--- config.mk ---
export PLATFORM = sky130hd
export DESIGN_NAME = mul_div_unit
export DESIGN_NICKNAME = d
export VERILOG_FILES = /design/src/rtl/mul_div_unit.sv
export SDC_FILE = /design/constraint.sdc
export NUM_CORES = 1
export LEC_CHECK = 0
export CORE_AREA = 2 2 231 233
export DETAILED_ROUTE_END_ITERATION = 7
export DIE_AREA = 0 0 233 235
export GPL_ROUTABILITY_DRIVEN = 0
export SETUP_SLACK_MARGIN = 0.1
export SYNTH_ARGS = -nofsm -noshare
export SYNTH_HDL_FRONTEND = slang
export SYNTH_SLANG_ARGS = --single-unit
--- constraint.sdc ---
create_clock -name clk -period 6.75 [get_ports clk]
set_input_delay 1.6875 -clock clk [delete_from_list [all_inputs] [get_ports clk]]
set_output_delay 1.6875 -clock clk [all_outputs]
set_load 0.1 [all_outputs]
--- src/rtl/mul_div_unit.sv ---
// Iterative 32-bit multiply/divide engine (MULT, MULTU, DIV, DIVU) feeding the HI/LO registers.
// Fixed 34-cycle latency: one PREP cycle, 32 shift-add / restoring-divide steps, one FIX cycle.
module mul_div_unit (
    input  logic        clk,
    input  logic        nrst,
    input  logic        start,
    input  logic [1:0]  op,
    input  logic [31:0] a,
    input  logic [31:0] b,
    output logic        busy,
    output logic        done,
    output logic [31:0] hi,
    output logic [31:0] lo
);

    typedef enum logic [2:0] {
        ST_IDLE = 3'd0,
        ST_PREP = 3'd1,
        ST_RUN  = 3'd2,
        ST_FIX  = 3'd3,
        ST_DONE = 3'd4
    } state_t;

    state_t      state_q, state_d;
    logic [1:0]  op_q, op_d;
    logic [31:0] a_q, a_d;
    logic [31:0] b_q, b_d;
    logic [31:0] opnd_q, opnd_d;
    logic [64:0] acc_q, acc_d;
    logic [4:0]  cnt_q, cnt_d;
    logic        neg_res_q, neg_res_d;
    logic        neg_rem_q, neg_rem_d;
    logic        busy_q, busy_d;
    logic        done_q, done_d;
    logic [31:0] hi_q, hi_d;
    logic [31:0] lo_q, lo_d;

    logic        is_mul_s, is_signed_s, sign_a_s, sign_b_s;
    logic [32:0] mul_sum_s, trial_s, diff_s;
    logic [63:0] prod_s;

    function automatic logic [31:0] neg32(input logic [31:0] x);
        return 32'd0 - x;
    endfunction

    assign is_mul_s    = ~op_q[1];
    assign is_signed_s = ~op_q[0];
    assign sign_a_s    = is_signed_s & a_q[31];
    assign sign_b_s    = is_signed_s & b_q[31];

    // Per-iteration datapath: acc holds {33-bit upper part, 32-bit multiplier/quotient shift register}
    always_comb begin
        if (acc_q[0]) begin
            mul_sum_s = acc_q[64:32] + {1'b0, opnd_q};
        end else begin
            mul_sum_s = acc_q[64:32];
        end
        trial_s = {acc_q[63:32], acc_q[31]};
        diff_s  = trial_s - {1'b0, opnd_q};
        if (neg_res_q) begin
            prod_s = 64'd0 - acc_q[63:0];
        end else begin
            prod_s = acc_q[63:0];
        end
    end

    // Next-state and datapath update logic
    always_comb begin
        state_d   = state_q;
        op_d      = op_q;
        a_d       = a_q;
        b_d       = b_q;
        opnd_d    = opnd_q;
        acc_d     = acc_q;
        cnt_d     = cnt_q;
        neg_res_d = neg_res_q;
        neg_rem_d = neg_rem_q;
        hi_d      = hi_q;
        lo_d      = lo_q;

        case (state_q)
            ST_IDLE, ST_DONE: begin
                if (start) begin
                    op_d    = op;
                    a_d     = a;
                    b_d     = b;
                    state_d = ST_PREP;
                end else begin
                    state_d = ST_IDLE;
                end
            end
            ST_PREP: begin
                neg_res_d = sign_a_s ^ sign_b_s;
                neg_rem_d = sign_a_s;
                cnt_d     = 5'd0;
                // Multiplier (|b|) or dividend (|a|) is shifted through the low word
                if (is_mul_s) begin
                    opnd_d = sign_a_s ? neg32(a_q) : a_q;
                    acc_d  = {33'd0, (sign_b_s ? neg32(b_q) : b_q)};
                end else begin
                    opnd_d = sign_b_s ? neg32(b_q) : b_q;
                    acc_d  = {33'd0, (sign_a_s ? neg32(a_q) : a_q)};
                end
                state_d = ST_RUN;
            end
            ST_RUN: begin
                if (is_mul_s) begin
                    acc_d = {1'b0, mul_sum_s, acc_q[31:1]};
                end else if (!diff_s[32]) begin
                    acc_d = {diff_s, acc_q[30:0], 1'b1};
                end else begin
                    acc_d = {trial_s, acc_q[30:0], 1'b0};
                end
                cnt_d = cnt_q + 5'd1;
                if (cnt_q == 5'd31) begin
                    state_d = ST_FIX;
                end else begin
                    state_d = ST_RUN;
                end
            end
            ST_FIX: begin
                if (is_mul_s) begin
                    hi_d = prod_s[63:32];
                    lo_d = prod_s[31:0];
                end else if (b_q == 32'd0) begin
                    hi_d = a_q;
                    lo_d = 32'hFFFF_FFFF;
                end else begin
                    hi_d = neg_rem_q ? neg32(acc_q[63:32]) : acc_q[63:32];
                    lo_d = neg_res_q ? neg32(acc_q[31:0]) : acc_q[31:0];
                end
                state_d = ST_DONE;
            end
            default: begin
                state_d = ST_IDLE;
            end
        endcase

        busy_d = (state_d == ST_PREP) || (state_d == ST_RUN) || (state_d == ST_FIX);
        done_d = (state_d == ST_DONE);
    end

    // State and output registers
    always_ff @(posedge clk or negedge nrst) begin
        if (!nrst) begin
            state_q   <= ST_IDLE;
            op_q      <= 2'd0;
            a_q       <= 32'd0;
            b_q       <= 32'd0;
            opnd_q    <= 32'd0;
            acc_q     <= 65'd0;
            cnt_q     <= 5'd0;
            neg_res_q <= 1'b0;
            neg_rem_q <= 1'b0;
            busy_q    <= 1'b0;
            done_q    <= 1'b0;
            hi_q      <= 32'd0;
            lo_q      <= 32'd0;
        end else begin
            state_q   <= state_d;
            op_q      <= op_d;
            a_q       <= a_d;
            b_q       <= b_d;
            opnd_q    <= opnd_d;
            acc_q     <= acc_d;
            cnt_q     <= cnt_d;
            neg_res_q <= neg_res_d;
            neg_rem_q <= neg_rem_d;
            busy_q    <= busy_d;
            done_q    <= done_d;
            hi_q      <= hi_d;
            lo_q      <= lo_d;
        end
    end

    assign busy = busy_q;
    assign done = done_q;
    assign hi   = hi_q;
    assign lo   = lo_q;

endmodule

Yosys cells after proc, flatten, opt, wreduce, memory -nomap -nowiden

Cells that the tools add are included.

Bits of input ports: 69
Register bits after elaboration: 239
Logic and storage cells: 60

Equality and inequality tests: 9
Reduce and logical (&&, ||, !) cells: 7
Multiplexer cells: 19
Bitwise operators: 4
$add $sub $neg: 8

Operators with widths:

| cell                                                | count |
|---|---|
| two-way mux 32 bit                                  | 10 |
| two-way mux 65 bit                                  | 2 |
| one-hot mux 65 bit (2 select lines)                 | 1 |
| subtractor 1 x 32 -> 32 bit, first input constant   | 4 |
| two-way mux 64 bit                                  | 1 |
| subtractor 1 x 64 -> 64 bit, first input constant   | 1 |
| adder 33 x 32 -> 33 bit                             | 1 |
| two-way mux 33 bit                                  | 1 |
| subtractor 33 x 32 -> 33 bit                        | 1 |
| logical NOT 32 bit                                  | 1 |
| equality test 3 x 2 -> 1 bit, second input constant | 4 |
| one-hot mux 3 bit (4 select lines)                  | 1 |
| one-hot mux 5 bit (2 select lines)                  | 1 |
| equality test 3 x 1 -> 1 bit, second input constant | 2 |
| equality test 3 bit, second input constant          | 2 |
| adder 5 x 1 -> 5 bit, second input constant         | 1 |
| equality test 5 bit, second input constant          | 1 |
| logical NOT 3 bit                                   | 1 |
| bitwise AND 1 bit                                   | 2 |
| logical OR 1 bit                                    | 2 |
| two-way mux 1 bit                                   | 2 |
| AND reduction 2 bit                                 | 1 |
| nonzero test 2 bit                                  | 1 |
| OR reduction 2 bit                                  | 1 |
| other kinds (2)                                     | 2 |

Longest topological paths before layout

Depth after elaboration: 6
Mapped depth: 21

Least setup slack after synthesis

Ideal clock, no wire load.

Path type: register to register
From: register acc_q[31]
To: register acc_q[53]
Clock period less this slack: 3950 ps
Cell stages (with the launch flop): 20
Data arrival time: 3824 ps
Data required time: 6624 ps
Buffers on the path: 4
Slack: 2800 ps
Path through: dfrtp_1 -> clkbuf_1 -> inv_1 -> ha_1 -> fa_1 -> nand2b_1 -> a21oi_1 -> o21ai_0 -> nand2_1 -> a41oi_1 -> and3_1 -> o21ai_0 -> o21ai_0 -> a21oi_1 -> ha_1 -> clkbuf_1 -> clkbuf_1 -> buf_1 -> a211oi_1 -> a311o_1

Longest elaborated chain between the ends: 4

Ends and longest elaborated chain:

| element                             | line | RTL |
|---|---|---|
| start, declared                     | 29   | `logic [64:0] acc_q, acc_d;` |
| start signal, assigned              | 151  | `acc_q <= 65'd0;` |
| start signal, assigned              | 165  | `acc_q <= acc_d;` |
| subtractor 33 x 32 -> 33 bit        | 59   | `diff_s = trial_s - {1'b0, opnd_q};` |
| two-way mux 65 bit                  | 109  | `end else if (!diff_s[32]) begin` |
| two-way mux 65 bit                  | 107  | `if (is_mul_s) begin` |
| one-hot mux 65 bit (2 select lines) | 81   | `case (state_q)` |

Every way passes these cells.
A chain may end at the register's enable or synchronous reset.

Final worst setup path

From: register acc_q[31]
To: register acc_q[58]

Same word-level chain as after synthesis.

==> metrics <==
status finished clean; Placed Area 19,900 sq um; hold crit path type reg -> reg; Final HPWL DP 46.0 mm; area share of xor/xnor cells in the synthesized design 0.0925; FF+latch count, synth 239; pin count of the biggest net entering global routing 153; Synth Cell Area 18,100 sq um; post-route cell area 20,900 sq um; CTS resizes 0; die width 233 um; RSZ-0062 raised after global routing false; syn_area_per_cell 8.20 sq um; Worst Hold Path EP lo[20]; Tcrit/Tclk final 0.668; min Tclk post-route 4.51 ns; Worst-Margin Slew 1.14 ns; slew margin rel. 0.239; R2R Path Start acc_q[31]; main combinational cell family by area after synthesis compound AO/OA/AOI/OAI gates; die height 235 um; Synth Flop Type dfrtp_1; core area 52,200 sq um; GR Overflow Total 0; Port Buffers 134; Synth Warn # 0; Worst EP required 7.16 ns; EDFF count, synth 0; hold-critical path depth 2; die area 54,800 sq um; HP Start lo[20]; FF-to-FF setup slack 2.24 ns; Layout fillers 5,239; Post-Synth Adder-Cell Area 0.0513; boundary pin count 135; CP Launch Type register; setup violators final 0; Worst R2R Path Depth 19; Synth Area in Compound Gates 0.240; Post-Syn Nets 2,348; clock-pin slew on the worst setup and hold paths 0.06 ns; Tot GR Track Use 0.221; row cnt 84; Mapped Cells 2,206; Total Wirelength 62.3 mm; Crit Reg-Reg Endpoint acc_q[58]; Max-Cap Viols 0; # hold bufs at CTS 0; Clock Skew 0.0160 ns; kind of critical path reg -> reg; Final Max Slew Viols 0; fraction of layout cells with a size suffix above 1 0.0732; global-route wire length before repair 95.4 mm; TNS Setup 0 ns; TritonRoute pass-1 iters 6; multiplexer share of the synthesized area 0.0658; clock sinks 239; Via Count 17,000; Post-DRT Antenna Nets 0; vias in the first global route 16,100; crit end category register; post-synthesis cell type count 83; Hold Fails Final Rpt 0; simple-gate share of the synthesized area 0.174; Area Growth Syn to Fin 15.6%; clk root buf clkbuf_16; CTS tree built; H-tree Lvls 1; final net count 2,375; CTS Buf Count 29; drt wl/cell 21.2 um; initial antenna violation count 1; max frequency 222 MHz; register area share after synthesis 0.331; largest fanout on the critical path 52; Starting Density 0.346; Worst EP arrival 4.92 ns; Clk Latency, worst-skew pair 0.57 ns; initial DRC count 1,801; postcts setup bufs 0; CTS max path bufs 3; Async S/R FF share, synth 1.00; pre-CTS WS 2.37 ns; final worst slack 2.24 ns; DR DRC count 0; via/cell ratio 5.78
registers in the layout, indices dropped and copies added, names as in the netlist, 2 cells and up:
| name | cells |
|---|---|
| lo | 32 |
| a_q | 32 |
| opnd_q | 32 |
| hi | 32 |
| acc_q | 65 |
| state_q | 3 |
| b_q | 32 |
| op_q | 2 |
| cnt_q | 5 |
kinds of logic after synthesis:
family | Yosys count
AO/OA/AOI/OAI | 703
XOR/XNOR | 191
adder cells (fa/ha/maj) | 73
buffers and inverters | 222
flip-flops | 239
multiplexers | 111
AND/OR/NAND/NOR | 667
synthesized netlist by cell type (7+ instances only):
cell      instances  area share
nor2b_1          26      0.0090
nand2_1         247       0.051
inv_1            64       0.013
xor2_1          109       0.053
nor3b_1           7      0.0029
o21bai_1          9      0.0037
nand3_1          30      0.0083
o41ai_1          10      0.0048
a22o_1           11      0.0053
nand2b_1         21      0.0073
o211ai_1         18      0.0075
mux2i_1          47       0.026
dfrtp_1         239        0.33
ha_1             71       0.049
a21o_1           33       0.014
o31ai_1          25       0.010
buf_1            17      0.0035
a31oi_1          22      0.0076
o21a_1           13      0.0054
clkbuf_1        136       0.028
or4_1            13      0.0054
o21ai_0         230       0.064
nor3_1           38       0.011
xnor2_1          82       0.040
a211oi_1         45       0.019
a221o_1           7      0.0039
nand4_1          12      0.0041
nor2_1          185       0.038
mux2_2           64       0.040
a21oi_1         199       0.055
o221ai_1         28       0.014
or3_1            17      0.0059
nor4_1           18      0.0062
and3_1           20      0.0069
cells in the final DEF (no fill, tap or decap), types with 20 or more instances in the layout:
cell type and n:
nand2_1 247, dfrtp_1 237, o21ai_0 230, a21oi_1 199
nor2_1 184, clkdlybuf4s50_1 133, xor2_1 109, xnor2_1 82
ha_1 71, inv_1 64, mux2_2 64, mux2i_1 47
a211oi_1 45, nor3_1 38, a21o_1 33, nand3_1 30
clkbuf_16 29, o221ai_1 28, nor2b_1 26, o31ai_1 25
a31oi_1 22, nand2b_1 21, and3_1 20
worst max-delay path, cell delays in order, from the launching register on:
cell and delay, ns:
dfrtp_1 0.47, inv_1 0.11, ha_1 0.22, fa_1 0.40, nand2b_1 0.21, a21oi_1 0.23, o21ai_0 0.17, nand2_1 0.17
a41oi_1 0.22, and3_1 0.27, o21ai_0 0.26, o21ai_0 0.12, a21oi_1 0.14, ha_1 0.16, buf_4 0.49, nand2_1 0.25
nor2_1 0.15, mux2i_1 0.09, a22oi_1 0.17, a21oi_1 0.06
cell type report:
class / instances / area [sq um] / share of cell area
diodes: 1 / 2.50 / 0.000120
inverters: 66 / 248 / 0.0118
well taps: 688 / 861 / 0.0411
multi-input cells: 1745 / 11300 / 0.540
flip-flops and latches: 239 / 5990 / 0.286
clock inverters: 16 / 230 / 0.0110
clock buffers: 37 / 806 / 0.0385
repair buffers: 152 / 1490 / 0.0714
routing by layer:
layer | global-route usage | part of all wire
met1 | 0.305 | 0.44
met2 | 0.351 | 0.45
met3 | 0.0280 | 0.072
met4 | 0.0861 | 0.041
met5 | 0 | 0
worst max-delay path by stage:
stage / from / cells after the start / to / slack [ns]
floorplan: acc_q[31] / 19 / acc_q[53] / 2.80
global placement: acc_q[31] / 19 / acc_q[58] / 2.45
detailed placement: acc_q[31] / 19 / acc_q[58] / 2.37
CTS: acc_q[31] / 19 / acc_q[58] / 2.33
global route: acc_q[31] / 19 / acc_q[58] / 1.89
finish: acc_q[31] / 19 / acc_q[58] / 2.24
through the flow:
step                      cells   util  hold slack [ns]
after floorplan            2206      -            0.449
after global placement     2890  0.381            0.468
after detailed placement   2890  0.381            0.470
after CTS                  2943  0.401            0.484
after global routing       2943  0.401            0.509
final                      2944  0.401            0.478
Power is not shown: default switching activity piles up to over one toggle a cycle in this logic, so the estimate is an artifact.
==> edit, RTL diff (same settings) <==
Make the reset (`nrst`) synchronous in one clocked block.
--- a/src/rtl/mul_div_unit.sv
+++ b/src/rtl/mul_div_unit.sv
@@ -141,7 +141,7 @@
     end
 
     // State and output registers
-    always_ff @(posedge clk or negedge nrst) begin
+    always_ff @(posedge clk) begin
         if (!nrst) begin
             state_q   <= ST_IDLE;
             op_q      <= 2'd0;
Formal check against the unedited RTL: differs if nrst is asserted again (counterexample within 4 cycles, from zero or initial values and one cycle with nrst low); with nrst held inactive, the same outputs for 10 cycles.
==> edit against the unedited design <==
- largest cell class unchanged
- highest routed layer unchanged
- sequential cell count unchanged
- count of clock-buffer cells in the layout fell by 9
- cell area decreased by 2.5%
- area after synthesis down 1.8%
- worst setup slack worse by 0.80 ns
- routed wire length is 13% higher
- critical path depth fell by 4
- final cell count rose by 6.5%
- global-route usage rose by 2.7 points
- maximum frequency is 15% lower
==> edit: results (changes against the unedited design) <==
[outcome]
status = finished, final reports clean

[synthesis]
synth_common_cells = nand2_1 (333), a21oi_1 (283), dfxtp_1 (239)
synthAdderAreaFrac_pct = 5.23  ; +0.094 points
async_flop_share_pct = 0  ; -100 points
synth-compound-area-share_pct = 28.4  ; +4.4 points
synthFlopType = dfxtp_1

[grt]
antenna_found_initial = 3  ; +2
grt_pass1_vias = 17300  ; +7.4%
grt_use_met3_pct = 6.29  ; +3.5 points
use_met1_pct = 34.2  ; +3.7 points
grt_max_degree = 84  ; -45%
groute.layer.met2.usage_pct = 36.2  ; +1.1 points

[timing]
min_period_over_period_pct = 78.6  ; +12 points
slew_headroom_pct = 20.7  ; -3.3 points

[setup_path]
slowest_stage = ha_1
slowest_delay_ns = 0.80  ; +0.31 ns

[drt]
viasPerCell = 6.00  ; +3.8%
wl_met1_um = 30000  ; +11%
wl_met2_um = 29500  ; +5.1%
drtIter0Drc = 1972  ; +9.5%
wl_met3_um = 7460  ; +66%

[cells_and_area]
nonClkBufAreaFrac_pct = 7.47  ; +0.33 points
multi_input_area_share_pct = 58.8  ; +4.8 points
diodes = 2  ; +1
nFillCells = 5364  ; +2.4%
seqCellArea_mm2 = 0.00479  ; -20%
nClkBuffers = 28  ; -24%

[worst_hold_path]
holdPathEnd = hi[10]$_SDFFE_PN0P_

[placement]
pre_cts_slack_ns = 1.60  ; -0.763 ns

edit: cell types whose count changed after synthesis, sizes merged, moves of 18 or more:
cell / change
a21oi: +84
o221ai: -19
a221oi: +18
mux2: -55
o21ai: -31
nand2: +86
clkbuf: +39
dfxtp: +239
dfrtp: -239
edit: kinds of logic (layout without fill, tap and decap cells):
kind of cell / Yosys count / after routing
adders and majority gates: 73 / 73
DFF: 239 / 239
AOI/OAI and AO/OA: 815 / 815
buffers and inverters: 265 / 274
and+or+nand+nor: 792 / 792
other: 0 / 2
xor gates and xnor gates: 183 / 183
muxes: 70 / 70
edit: through the flow:
| stage | cell area [um^2] | total power, mW | hold WS [ns] | std cells |
|---|---|---|---|---|
| floorplan | 17800 | 2.53 | 0.449 | 2437 |
| global placement | 19400 | 2.96 | 0.444 | 3083 |
| detailed placement | 19400 | 2.97 | 0.454 | 3083 |
| CTS | 20400 | 4.61 | 0.463 | 3133 |
| global route | 20400 | 4.82 | 0.507 | 3134 |
| finish | 20400 | 4.65 | 0.463 | 3136 |
